$ cat src/rtl/vslc_timer_pkg.sv
// Shared types and constants for the VSLC multi-channel timer bank.
package vslc_timer_pkg;

    typedef enum logic [1:0] {
        IDLE    = 2'd0,
        PHASE_A = 2'd1,
        PHASE_B = 2'd2,
        HOLD    = 2'd3
    } chan_state_t;

    localparam int PRESCALE_W = 8;

endpackage

$ cat src/rtl/vslc_timer_channel.sv
// One two-phase timer channel: state machine, tick counter and period shadows.
// Period inputs are captured only at phase-A entry, so PWM updates never glitch mid-cycle.
module vslc_timer_channel
    import vslc_timer_pkg::*;
#(
    parameter int WIDTH = 16
) (
    input  logic             clk,
    input  logic             rst,
    input  logic             tick,
    input  logic             enable,
    input  logic             oneshot,
    input  logic [WIDTH-1:0] period_a,
    input  logic [WIDTH-1:0] period_b,
    output logic             timer_out,
    output logic             done,
    output logic             busy
);

    chan_state_t      state;
    logic [WIDTH-1:0] cnt;
    logic [WIDTH-1:0] shadow_a;
    logic [WIDTH-1:0] shadow_b;
    logic             end_a;
    logic             end_b;
    logic             latch;

    assign end_a = tick && (cnt == shadow_a);
    assign end_b = tick && (cnt == shadow_b);

    // Shadows reload on arming from IDLE and on every continuous-mode wrap back to phase A.
    assign latch = enable && ((state == IDLE) || (state == PHASE_B && end_b && !oneshot));

    assign busy = (state == PHASE_A) || (state == PHASE_B);

    // Channel FSM with registered waveform and done pulse; disable wins over any tick.
    always_ff @(posedge clk or posedge rst) begin
        if (rst) begin
            state     <= IDLE;
            cnt       <= '0;
            timer_out <= 1'b0;
            done      <= 1'b0;
        end else begin
            done <= 1'b0;
            if (!enable) begin
                state     <= IDLE;
                cnt       <= '0;
                timer_out <= 1'b0;
            end else begin
                case (state)
                    IDLE: begin
                        state     <= PHASE_A;
                        cnt       <= '0;
                        timer_out <= 1'b0;
                    end
                    PHASE_A: begin
                        if (end_a) begin
                            state     <= PHASE_B;
                            cnt       <= '0;
                            timer_out <= 1'b1;
                        end else if (tick) begin
                            cnt <= cnt + WIDTH'(1);
                        end
                    end
                    PHASE_B: begin
                        if (end_b) begin
                            timer_out <= 1'b0;
                            done      <= 1'b1;
                            cnt       <= '0;
                            state     <= oneshot ? HOLD : PHASE_A;
                        end else if (tick) begin
                            cnt <= cnt + WIDTH'(1);
                        end
                    end
                    HOLD: begin
                        timer_out <= 1'b0;
                    end
                endcase
            end
        end
    end

    // Period shadow capture; pure data, so no reset is needed.
    always_ff @(posedge clk) begin
        if (latch) begin
            shadow_a <= period_a;
            shadow_b <= period_b;
        end
    end

endmodule

$ cat src/rtl/vslc_multi_timer.sv
// VSLC timer bank: shared timer_clk edge detector, optional tick prescaler and
// CHANNELS independent two-phase timer channels.
// Optional feature macro: VSLC_TIMER_PRESCALE_EN adds the prescale port and an
// 8-bit edge divider; without it every timer_clk rising edge is a tick.
module vslc_multi_timer
    import vslc_timer_pkg::*;
#(
    parameter int CHANNELS = 4,
    parameter int WIDTH    = 16
) (
    input  logic                      clk,
    input  logic                      rst,
    input  logic                      timer_clk,
    input  logic [CHANNELS*WIDTH-1:0] period_a,
    input  logic [CHANNELS*WIDTH-1:0] period_b,
    input  logic [CHANNELS-1:0]       enable,
    input  logic [CHANNELS-1:0]       oneshot,
`ifdef VSLC_TIMER_PRESCALE_EN
    input  logic [PRESCALE_W-1:0]     prescale,
`endif
    output logic [CHANNELS-1:0]       timer_out,
    output logic [CHANNELS-1:0]       done,
    output logic [CHANNELS-1:0]       busy
);

    logic tick_prev;
    logic tick;
    logic raw_edge;
    logic tick_fire;

    assign raw_edge = timer_clk & ~tick_prev;

`ifdef VSLC_TIMER_PRESCALE_EN
    logic [PRESCALE_W-1:0] div_cnt;
    logic                  div_hit;

    // >= keeps the divider from running the full 8-bit range if prescale shrinks mid-count.
    assign div_hit   = (div_cnt >= prescale);
    assign tick_fire = raw_edge & div_hit;

    // Shared edge divider; idles at 0 whenever no channel is enabled.
    always_ff @(posedge clk or posedge rst) begin
        if (rst) begin
            div_cnt <= '0;
        end else if (enable == '0) begin
            div_cnt <= '0;
        end else if (raw_edge) begin
            div_cnt <= div_hit ? '0 : div_cnt + PRESCALE_W'(1);
        end
    end
`else
    assign tick_fire = raw_edge;
`endif

    // Edge detector and registered tick; tick_prev resets high so a high timer_clk at release is not a tick.
    always_ff @(posedge clk or posedge rst) begin
        if (rst) begin
            tick_prev <= 1'b1;
            tick      <= 1'b0;
        end else begin
            tick_prev <= timer_clk;
            tick      <= tick_fire;
        end
    end

    for (genvar n = 0; n < CHANNELS; n++) begin : g_chan
        vslc_timer_channel #(
            .WIDTH(WIDTH)
        ) u_chan (
            .clk       (clk),
            .rst       (rst),
            .tick      (tick),
            .enable    (enable[n]),
            .oneshot   (oneshot[n]),
            .period_a  (period_a[n*WIDTH +: WIDTH]),
            .period_b  (period_b[n*WIDTH +: WIDTH]),
            .timer_out (timer_out[n]),
            .done      (done[n]),
            .busy      (busy[n])
        );
    end

endmodule

$ cat config.mk
export PLATFORM = sky130hd
export DESIGN_NAME = vslc_multi_timer
export DESIGN_NICKNAME = d
export VERILOG_FILES = /design/src/rtl/vslc_timer_pkg.sv /design/src/rtl/vslc_timer_channel.sv /design/src/rtl/vslc_multi_timer.sv
export SDC_FILE = /design/constraint.sdc
export NUM_CORES = 1
export LEC_CHECK = 0
export CAP_MARGIN = 20
export CORE_ASPECT_RATIO = 1.4
export CORE_UTILIZATION = 60
export CTS_CLUSTER_SIZE = 30
export DETAILED_ROUTE_END_ITERATION = 6
export PLACE_DENSITY = 0.87
export SLEW_MARGIN = 10
export SYNTH_ARGS = -nofsm -noshare
export SYNTH_HDL_FRONTEND = slang
export SYNTH_HIERARCHICAL = 1
export SYNTH_SLANG_ARGS = --single-unit
$ cat constraint.sdc
create_clock -name clk -period 8.8 [get_ports clk]
set_clock_uncertainty 0.2 [all_clocks]
set_input_delay 1.76 -clock clk [delete_from_list [all_inputs] [get_ports clk]]
set_output_delay 1.76 -clock clk [all_outputs]
set_load 0.01 [all_outputs]
---- Word level (Yosys, flattened, before mapping) ----
Index checks and enable logic that the tools add are counted.
storage, ports and cells
  register bits after elaboration ......... 210
  bits of input ports ..................... 139
  output and inout port bits .............. 12
  word-level logic and storage cells ...... 180
operators by class
  add/sub/neg operators ................... 4
  equal/unequal tests ..................... 32
  mux-type cells .......................... 68
  bitwise operators ....................... 2
  reduce and logical (&&, ||, !) cells .... 48
operators with widths
  kind                                                    count
  two-way mux 16 bit                                      16
  case mux 16 bit (3 select lines)                        4
  equality test 16 bit                                    8
  adder 16 x 1 -> 16 bit (second input constant)          4
  two-way mux 2 bit                                       16
  two-way mux 1 bit                                       24
  inequality test 3 x 2 -> 1 bit (second input constant)  8
  case mux 2 bit (3 select lines)                         4
  logical AND 1 bit                                       20
  equality test 2 bit (second input constant)             8
  inequality test 4 x 1 -> 1 bit (second input constant)  4
  case mux 1 bit (3 select lines)                         4
  AND reduction 3 bit                                     4
  equality test 2 x 1 -> 1 bit (second input constant)    4
  zero test 2 bit                                         4
  logical OR 1 bit                                        8
  AND reduction 2 bit                                     4
  OR reduction 2 bit                                      4
  zero test 1 bit                                         4
  AND 1 bit                                               1
  inverter 1 bit                                          1

---- Longest topological paths before layout ----
Gate-level depths: netlist of the first run.
  word-level depth ........................ 6
  depth in mapped cells ................... 9

---- Hierarchy ----
The synthesis of the first run kept the hierarchy.
by module, submodules not included
  module                                     times used  cells an instance  area an instance (um2)  seq. area each (um2)
  vslc_timer_channel (g_chan[0].u_chan ...)  2           240                2,711.4                 1,461.4
  vslc_timer_channel (g_chan[3].u_chan)      1           244                2,632.5                 1,461.4
  vslc_timer_channel (g_chan[2].u_chan)      1           241                2,631.3                 1,461.4
  vslc_multi_timer                           1           4                  68.8                    51.3

---- Worst setup path after synthesis of the first run ----
Ideal clock, no wire load.
  path type ............................... input to register
  start point ............................. in oneshot[0]
  end point ............................... reg g_chan[0].u_chan.shadow_a[0], enable pin
  library setup time ...................... 0.391 ns
  data arrival time ....................... 2.716 ns
  data required time ...................... 8.209 ns
  setup slack ............................. 5.493 ns
  stages on the path ...................... 2
  path through ............................ nor3_1 o21a_1
on the way
  word-level cells in the longest chain between the ends .. 4
ends and longest elaborated chain
  what                        RTL line                  source
  start, declared             vslc_multi_timer.sv:17    input logic [CHANNELS-1:0] oneshot,
  zero test 1 bit             vslc_timer_channel.sv:32  assign latch = enable && ((state == IDLE) || (state == PHASE_B && end_b && !oneshot));
  logical AND 1 bit           vslc_timer_channel.sv:32
  logical OR 1 bit            vslc_timer_channel.sv:32
  logical AND 1 bit           vslc_timer_channel.sv:32
  net g_chan[0].u_chan.latch  vslc_timer_channel.sv:26  logic latch;
  end signal, assigned        vslc_timer_channel.sv:86  shadow_a <= period_a;
  end, declared               vslc_timer_channel.sv:22  logic [WIDTH-1:0] shadow_a;
The timed path passes the listed nets, and every way through them passes these cells.
A chain may end at the register's enable or synchronous reset.

---- Worst setup path in the final report of the first run ----
  start point ............................. reg g_chan[2].u_chan.state[0]
  end point ............................... out busy[2]
on the way
  word-level cells in the longest chain between the ends .. 2
  elaborated cells between the ends (all ways) .. 3
ends and longest elaborated chain
  what                                                                        RTL line                  source
  start, declared                                                             vslc_timer_channel.sv:20  chan_state_t state;
  start signal, assigned                                                      vslc_timer_channel.sv:70  state <= oneshot ? HOLD : PHASE_A;
  equality test 2 x 1 -> 1 bit / equality test 2 bit (equally long branches)  vslc_timer_channel.sv:34  assign busy = (state == PHASE_A) || (state == PHASE_B);
  logical OR 1 bit *                                                          vslc_timer_channel.sv:34
  end, declared                                                               vslc_multi_timer.sv:23    output logic [CHANNELS-1:0] busy
Mark *: on every way between the ends. The rest lies on a longest branch, timed or not.

==> flow_summary.yaml, run 1 <==
clock_network:
  cts_resized: 0
  post_cts_buffers: 0
  numClockSinks: 210
  insertion_delay_ns: 0.49
  clockRootBuffer: "clkbuf_16"
  cts_buffer_depth: 3
  numCtsBuffers: 21
  cts_htree_levels: 1
  ctsHoldBuffers: 0
  cts.clk_slew.worst_paths_ns: 0.06
  cts_tree: "yes"
timing:
  worst_slew_pin_slew_ns: 0.8840
  fin_crit_sh_pct: 44.08
  hold_slack_ns: 0.2942
  maxSlewHeadroom_pct: 40.52
  period_minus_slack_ns: 3.879
  setup_viol: 0
  fmax_ghz: 0.2578
  rsz0062_at_grt: "false"
  hold_viol_final: 0
  tns_ns: 0
  drv_slew: 0
setup_path:
  critPathArrivalTime_ns: 1.92
  cp_max_fo: 5
  cp-end-kind: "primary output"
  cp_slowest_cell: "clkdlybuf4s50_1"
  critPathKind: "flop to primary output"
  cpPeakStageDelay_ns: 0.56
  worstPathRequired_ns: 6.84
  startpoint_type: "flop"
  path_cells: "inv_1 -> ha_1 -> clkdlybuf4s50_1"
grt:
  grt_max_degree: 41
  grt_pass1_vias: 7846
  grt_overflow: 0
  grt_use_total_pct: 25.76
  antenna_found_initial: 0
  grt_pass1_wl_um: 37560
logic_synthesis:
  synthesis.nets: 1128
  synth_top_area_share_pct: 35.74
  syn_area_sq_um: 10760
  syn_inst: 969
  synthTopCellsByArea: "edfxtp_1 (36%), dfrtp_1 (19%), xnor2_1 (8.9%)"
  seq_area_frac_synth_pct: 54.83
  ys_warn_count: 6
  avgSynthCellArea_sq_um: 11.10
  synth_area_leader_cell: "edfxtp_1"
  ys_ff_latch: 210
  synth.distinct_cells: 43
routing:
  routedWlPerCell_um: 17.38
  firstDrtPassIters: 5
  detail-route-antenna-nets: 0
  viasPerCell: 5.778
  drc: 0
  vias: 7662
  drt_iter0_drc: 532
  drt-total-wl_um: 23050
pwr:
  pwr-share-seq_pct: 45.8
  ir_worst_vdd_v: 0.0001993
  netSwitchingPower_mw: 0.8680
  clockPowerShare_pct: 29.5
  p_sw_share_pct: 29.95
  p_leak_nw: 4.852
  p_int_mw: 2.030
  combPwrFrac_pct: 24.7
  total_power_mw: 2.898
  power.density_nw_per_um2: 224.8
die:
  rows: 57
  core_sq_um: 17470
  die_y_um: 160.4
  ioPinCount: 151
  fp.dieW_um: 115.2
  start_util_pct: 61.55
  dieArea_sq_um: 18470
cells_and_area:
  final.fill_count: 1144
  drive_gt1_share_pct: 6.147
  area_growth_pct: 19.86
  layout_commonest_cell: "clkdlybuf4s50_1"
  final_nets: 1234
  antenna_cells: 0
  layout_common_cells: "clkdlybuf4s50_1 (150), nand2_1 (148), edfxtp_1 (128)"
job:
  maxCapViolCount: 0
placed_design:
  place_congestion: 0.8819
  io_buffers: 150
  dpl.hpwl_um: 16220
worst_hold_path:
  worst_hold_path_type: "flop to flop"
status:
  status: "completed"
==> per-layer routing <==
layer  global-route usage [%]  up-vias  share of wire [%]
li1                         -     3614                  -
met1                    29.85     3670                 37
met2                    46.55      310                 54
met3                    3.736       68                5.3
met4                    11.51        0                3.8
met5                        0        -                  0
==> flip-flops by register name, indices dropped and copies added (netlist names) <==
signal                   cells
g_chan.u_chan/shadow_b      64
g_chan.u_chan/done           4
g_chan.u_chan/timer_out      4
tick_prev                    1
g_chan.u_chan/shadow_a      64
g_chan.u_chan/cnt           64
tick                         1
g_chan.u_chan/state          8
==> logic make-up after synthesis <==
group	share of synthesized area, %
fa+ha+maj	2.327
compound gates	9.190
buf+inv	4.991
flops	54.83
simple gates	17.10
xor+xnor	11.56
==> metrics by stage <==
stage / setup slack, ns / area [sq um] / utilization (%) / std cells
after global placement: 4.904 / 12210 / 69.89 / 1286
after CTS: 4.920 / 12860 / 73.62 / 1324
final: 4.921 / 12890 / 73.78 / 1326
after global routing: 4.852 / 12890 / 73.78 / 1326
after detailed placement: 4.769 / 12210 / 69.89 / 1286
after floorplan: 5.493 / 10760 / - / 969
==> power groups by stage <==
stage | Clock [mW] | Combinational (mW) | Sequential [mW]
floorplan | 0 | 0.459 | 1.33
global placement | 0 | 0.675 | 1.34
detailed placement | 0 | 0.694 | 1.35
CTS | 0.876 | 0.700 | 1.33
global route | 0.914 | 0.776 | 1.34
finish | 0.855 | 0.717 | 1.33
==> final cells by class <==
cell class	count	area, sq um	share of cell area, %
tap	236	295.3	2.291
clock inverter	11	103.9	0.8056
inverter	29	108.9	0.8444
sequential	210	5897	45.74
clock buffer	27	548.0	4.251
multi-input combinational	651	4335	33.63
timing repair buffer	162	1603	12.43
==> cell usage after synthesis (all sizes together) <==
cell / n
and2: 34
o41a: 4
o311ai: 8
o21a: 6
or4: 6
nand3: 35
a31oi: 4
nor4b: 2
o211ai: 4
nand2: 148
nand4: 27
clkbuf: 42
buf: 37
nor3: 24
nand3b: 2
nand2b: 2
edfxtp: 128
o31ai: 2
and3: 7
ha: 20
a21oi: 8
o221ai: 46
xor2: 33
inv: 29
o21ai: 22
nor4: 14
dfrtp: 81
o2111ai: 4
dfstp: 1
xnor2: 109
nor2b: 25
or3b: 2
or4b: 2
nor2: 49
o41ai: 2
==> worst max-delay path, delay by kind of cell (launching register included) <==
kind       cells  cell delay (ns)
buf+inv        2             0.66
flops          1             0.43
fa+ha+maj      1             0.35
==> path summary, 6_finish.rpt <==
check / depth (start not counted) / end / from / slack [ns]
setup / recovery: 3 / busy[2] / g_chan[2].u_chan/state[0]$_DFFE_PP0P_ / 4.92
hold / removal: 1 / tick$_DFF_PP0_ / tick_prev$_DFF_PP1_ / 0.29
setup reg to reg: 6 / g_chan[2].u_chan/shadow_b[4]$_DFFE_PP_ / g_chan[2].u_chan/cnt[7]$_DFFE_PP0N_ / 5.61
hold reg to reg: 1 / tick$_DFF_PP0_ / tick_prev$_DFF_PP1_ / 0.29
max in group asynchronous: 2 / g_chan[1].u_chan/cnt[13]$_DFFE_PP0N_ / rst / 6.17
min in group asynchronous: 2 / tick$_DFF_PP0_ / rst / 1.41
Power figures use the tool's default switching activity.
==> run 2: changes to the inputs <==
CORE_UTILIZATION = 55   (was 60)
PLACE_DENSITY = 0.8   (was 0.87)
clock period = 3.6 ns   (was 8.8 ns; I/O delays follow)
==> run 2 against run 1 <==
Design area increased by 1.5%; flip-flop and latch count unchanged; first-iteration DRC count increased by 8.5%; hold slack improved by 0.017 ns.
==> flow_summary.yaml, run 2 (synthesized netlist as in run 1, its figures left out) <==
clock_network:
  cts_resized: 0
  numCtsBuffers: 22
  cts_buffer_depth: 3
  post_cts_buffers: 0
  cts_tree: "yes"
  numClockSinks: 210
  insertion_delay_ns: 0.50
  cts_htree_levels: 1
  ctsHoldBuffers: 0
  cts.clk_slew.worst_paths_ns: 0.06
  clockRootBuffer: "clkbuf_16"
worst_hold_path:
  whs_path_depth: 1
  worst_hold_path_type: "flop to flop"
routing:
  drt-total-wl_um: 23610
  drt_iter0_drc: 577
  routedWlPerCell_um: 17.50
  vias: 7651
  viasPerCell: 5.672
  firstDrtPassIters: 6
  drc: 0
  detail-route-antenna-nets: 0
placed_design:
  dp_slack_ns: 0.6328
  io_buffers: 150
  dpl.hpwl_um: 16950
  place_congestion: 0.9285
timing:
  hold_viol_final: 0
  tns_ns: 0
  fin_crit_sh_pct: 83.26
  drv_slew: 0
  setup_slack_ns: 0.6027
  rsz0062_at_grt: "false"
  worst_slew_pin_slew_ns: 0.8216
  maxSlewHeadroom_pct: 45.23
  setup_viol: 0
  fmax_ghz: 0.3336
  period_minus_slack_ns: 2.997
die:
  die_y_um: 167.5
  fp.dieW_um: 120.2
  start_util_pct: 55.96
  core_sq_um: 19220
  ioPinCount: 151
  dieArea_sq_um: 20130
  rows: 60
cells_and_area:
  drive_gt1_share_pct: 7.000
  ff_latch_area_sq_um: 5897
  final.fill_count: 1438
  layout_commonest_cell: "clkdlybuf4s50_1"
  reg.largest.list: "g_chan.u_chan/cnt (64), g_chan.u_chan/shadow_a (64), g_chan.u_chan/shadow_b (64)"
  layout_common_cells: "clkdlybuf4s50_1 (150), nand2_1 (148), edfxtp_1 (128)"
  final_nets: 1243
  area_growth_pct: 21.65
  multi_input_area_sq_um: 4334
setup_path:
  critPathArrivalTime_ns: 3.00
  worstPathRequired_ns: 3.60
  r2r_setup_slack_ns: 0.60
  cp_slowest_cell: "or4_1"
  cp-startpoint: "g_chan[3].u_chan/cnt[3]$_DFFE_PP0N_"
  cp-end-kind: "flop"
  critPathKind: "flop to flop"
  regToRegStartpoint: "g_chan[3].u_chan/cnt[3]$_DFFE_PP0N_"
  cpPeakStageDelay_ns: 0.54
  worstSetupEndpoint: "g_chan[3].u_chan/shadow_a[7]$_DFFE_PP_"
  reg2regPathDepth: 7
  worst_r2r_endpoint: "g_chan[3].u_chan/shadow_a[7]$_DFFE_PP_"
  cp_max_fo: 25
  startpoint_type: "flop"
  path_cells: "xor2_1 -> nor4_1 -> nand2_1 -> or4_1 -> nor3_1 -> o21a_1 -> buf_12"
grt:
  grt_use_total_pct: 24.40
  grt_overflow: 0
  antenna_found_initial: 1
  grt_pass1_vias: 7941
  grt_pass1_wl_um: 38810
  grt_max_degree: 33
pwr:
  ir_worst_vdd_v: 0.0004279
  power.density_nw_per_um2: 563.2
  p_leak_nw: 4.949
job:
  maxCapViolCount: 0
status:
  status: "completed"
## run 2: changes by cell type in the layout (fill, tap and decap cells not counted)
cell        previous run  this run
diode_2                0         1
buf_12                 0         2
bufinv_16              2         3
clkinv_1               6         5
o21a_1                 5         6
clkbuf_16             21        23
clkbuf_8               0         2
clkinvlp_4             1         0
buf_4                 10        16
o21a_2                 1         0
clkinv_2               1         0
## run 2: through the flow
step / hold slack [ns] / area, sq um / utilization [%] / std cells / total power [mW]
finish: 0.3109 / 13080 / 68.08 / 1349 / 7.369
global route: 0.3122 / 13080 / 68.08 / 1349 / 7.717
CTS: 0.3081 / 13070 / 68.01 / 1347 / 7.420
detailed placement: 0.2885 / 12330 / 64.14 / 1307 / 5.081
global placement: 0.2803 / 12310 / 64.06 / 1306 / 5.024
floorplan: 0.2605 / 10760 / - / 969 / 4.373
## run 2: worst min-delay path by stage
stage	startpoint	to	slack, ns
global route	tick_prev$_DFF_PP1_	tick$_DFF_PP0_	0.31
CTS	tick_prev$_DFF_PP1_	tick$_DFF_PP0_	0.31
finish	tick_prev$_DFF_PP1_	tick$_DFF_PP0_	0.31
floorplan	rst	tick$_DFF_PP0_	0.26
detailed placement	tick_prev$_DFF_PP1_	tick$_DFF_PP0_	0.29
global placement	tick_prev$_DFF_PP1_	tick$_DFF_PP0_	0.28
## run 2: final cells by class
type	count	share of cell area, %
clock buffers	31	4.781
well taps	248	2.372
diodes	1	0.01913
repair buffers	170	12.90
clock inverters	9	0.8989
multi-input cells	651	33.13
flip-flops and latches	210	45.07
inverters	29	0.8320
## run 2: critical path, delay by kind of cell, from the launching register on
family                 cells  cell delay (ns)
AO/OA/AOI/OAI              1             0.44
flip-flops                 1             0.48
XOR/XNOR                   1             0.21
AND/OR/NAND/NOR            4             1.14
buffers and inverters      1             0.24
## run 2: metal layers
layer | track usage, % | up-vias | wire length [um]
li1 | - | 3628 | -
met1 | 27.27 | 3689 | 8799
met2 | 45.73 | 260 | 12910
met3 | 3.202 | 74 | 1018
met4 | 10.38 | 0 | 882
met5 | 0 | - | 0
## run 2: power breakdown
| part | switching [mW] | internal, mW |
|---|---|---|
| Combinational | 1.07 | 0.737 |
| Sequential | 0.207 | 3.05 |
| Clock | 0.887 | 1.42 |
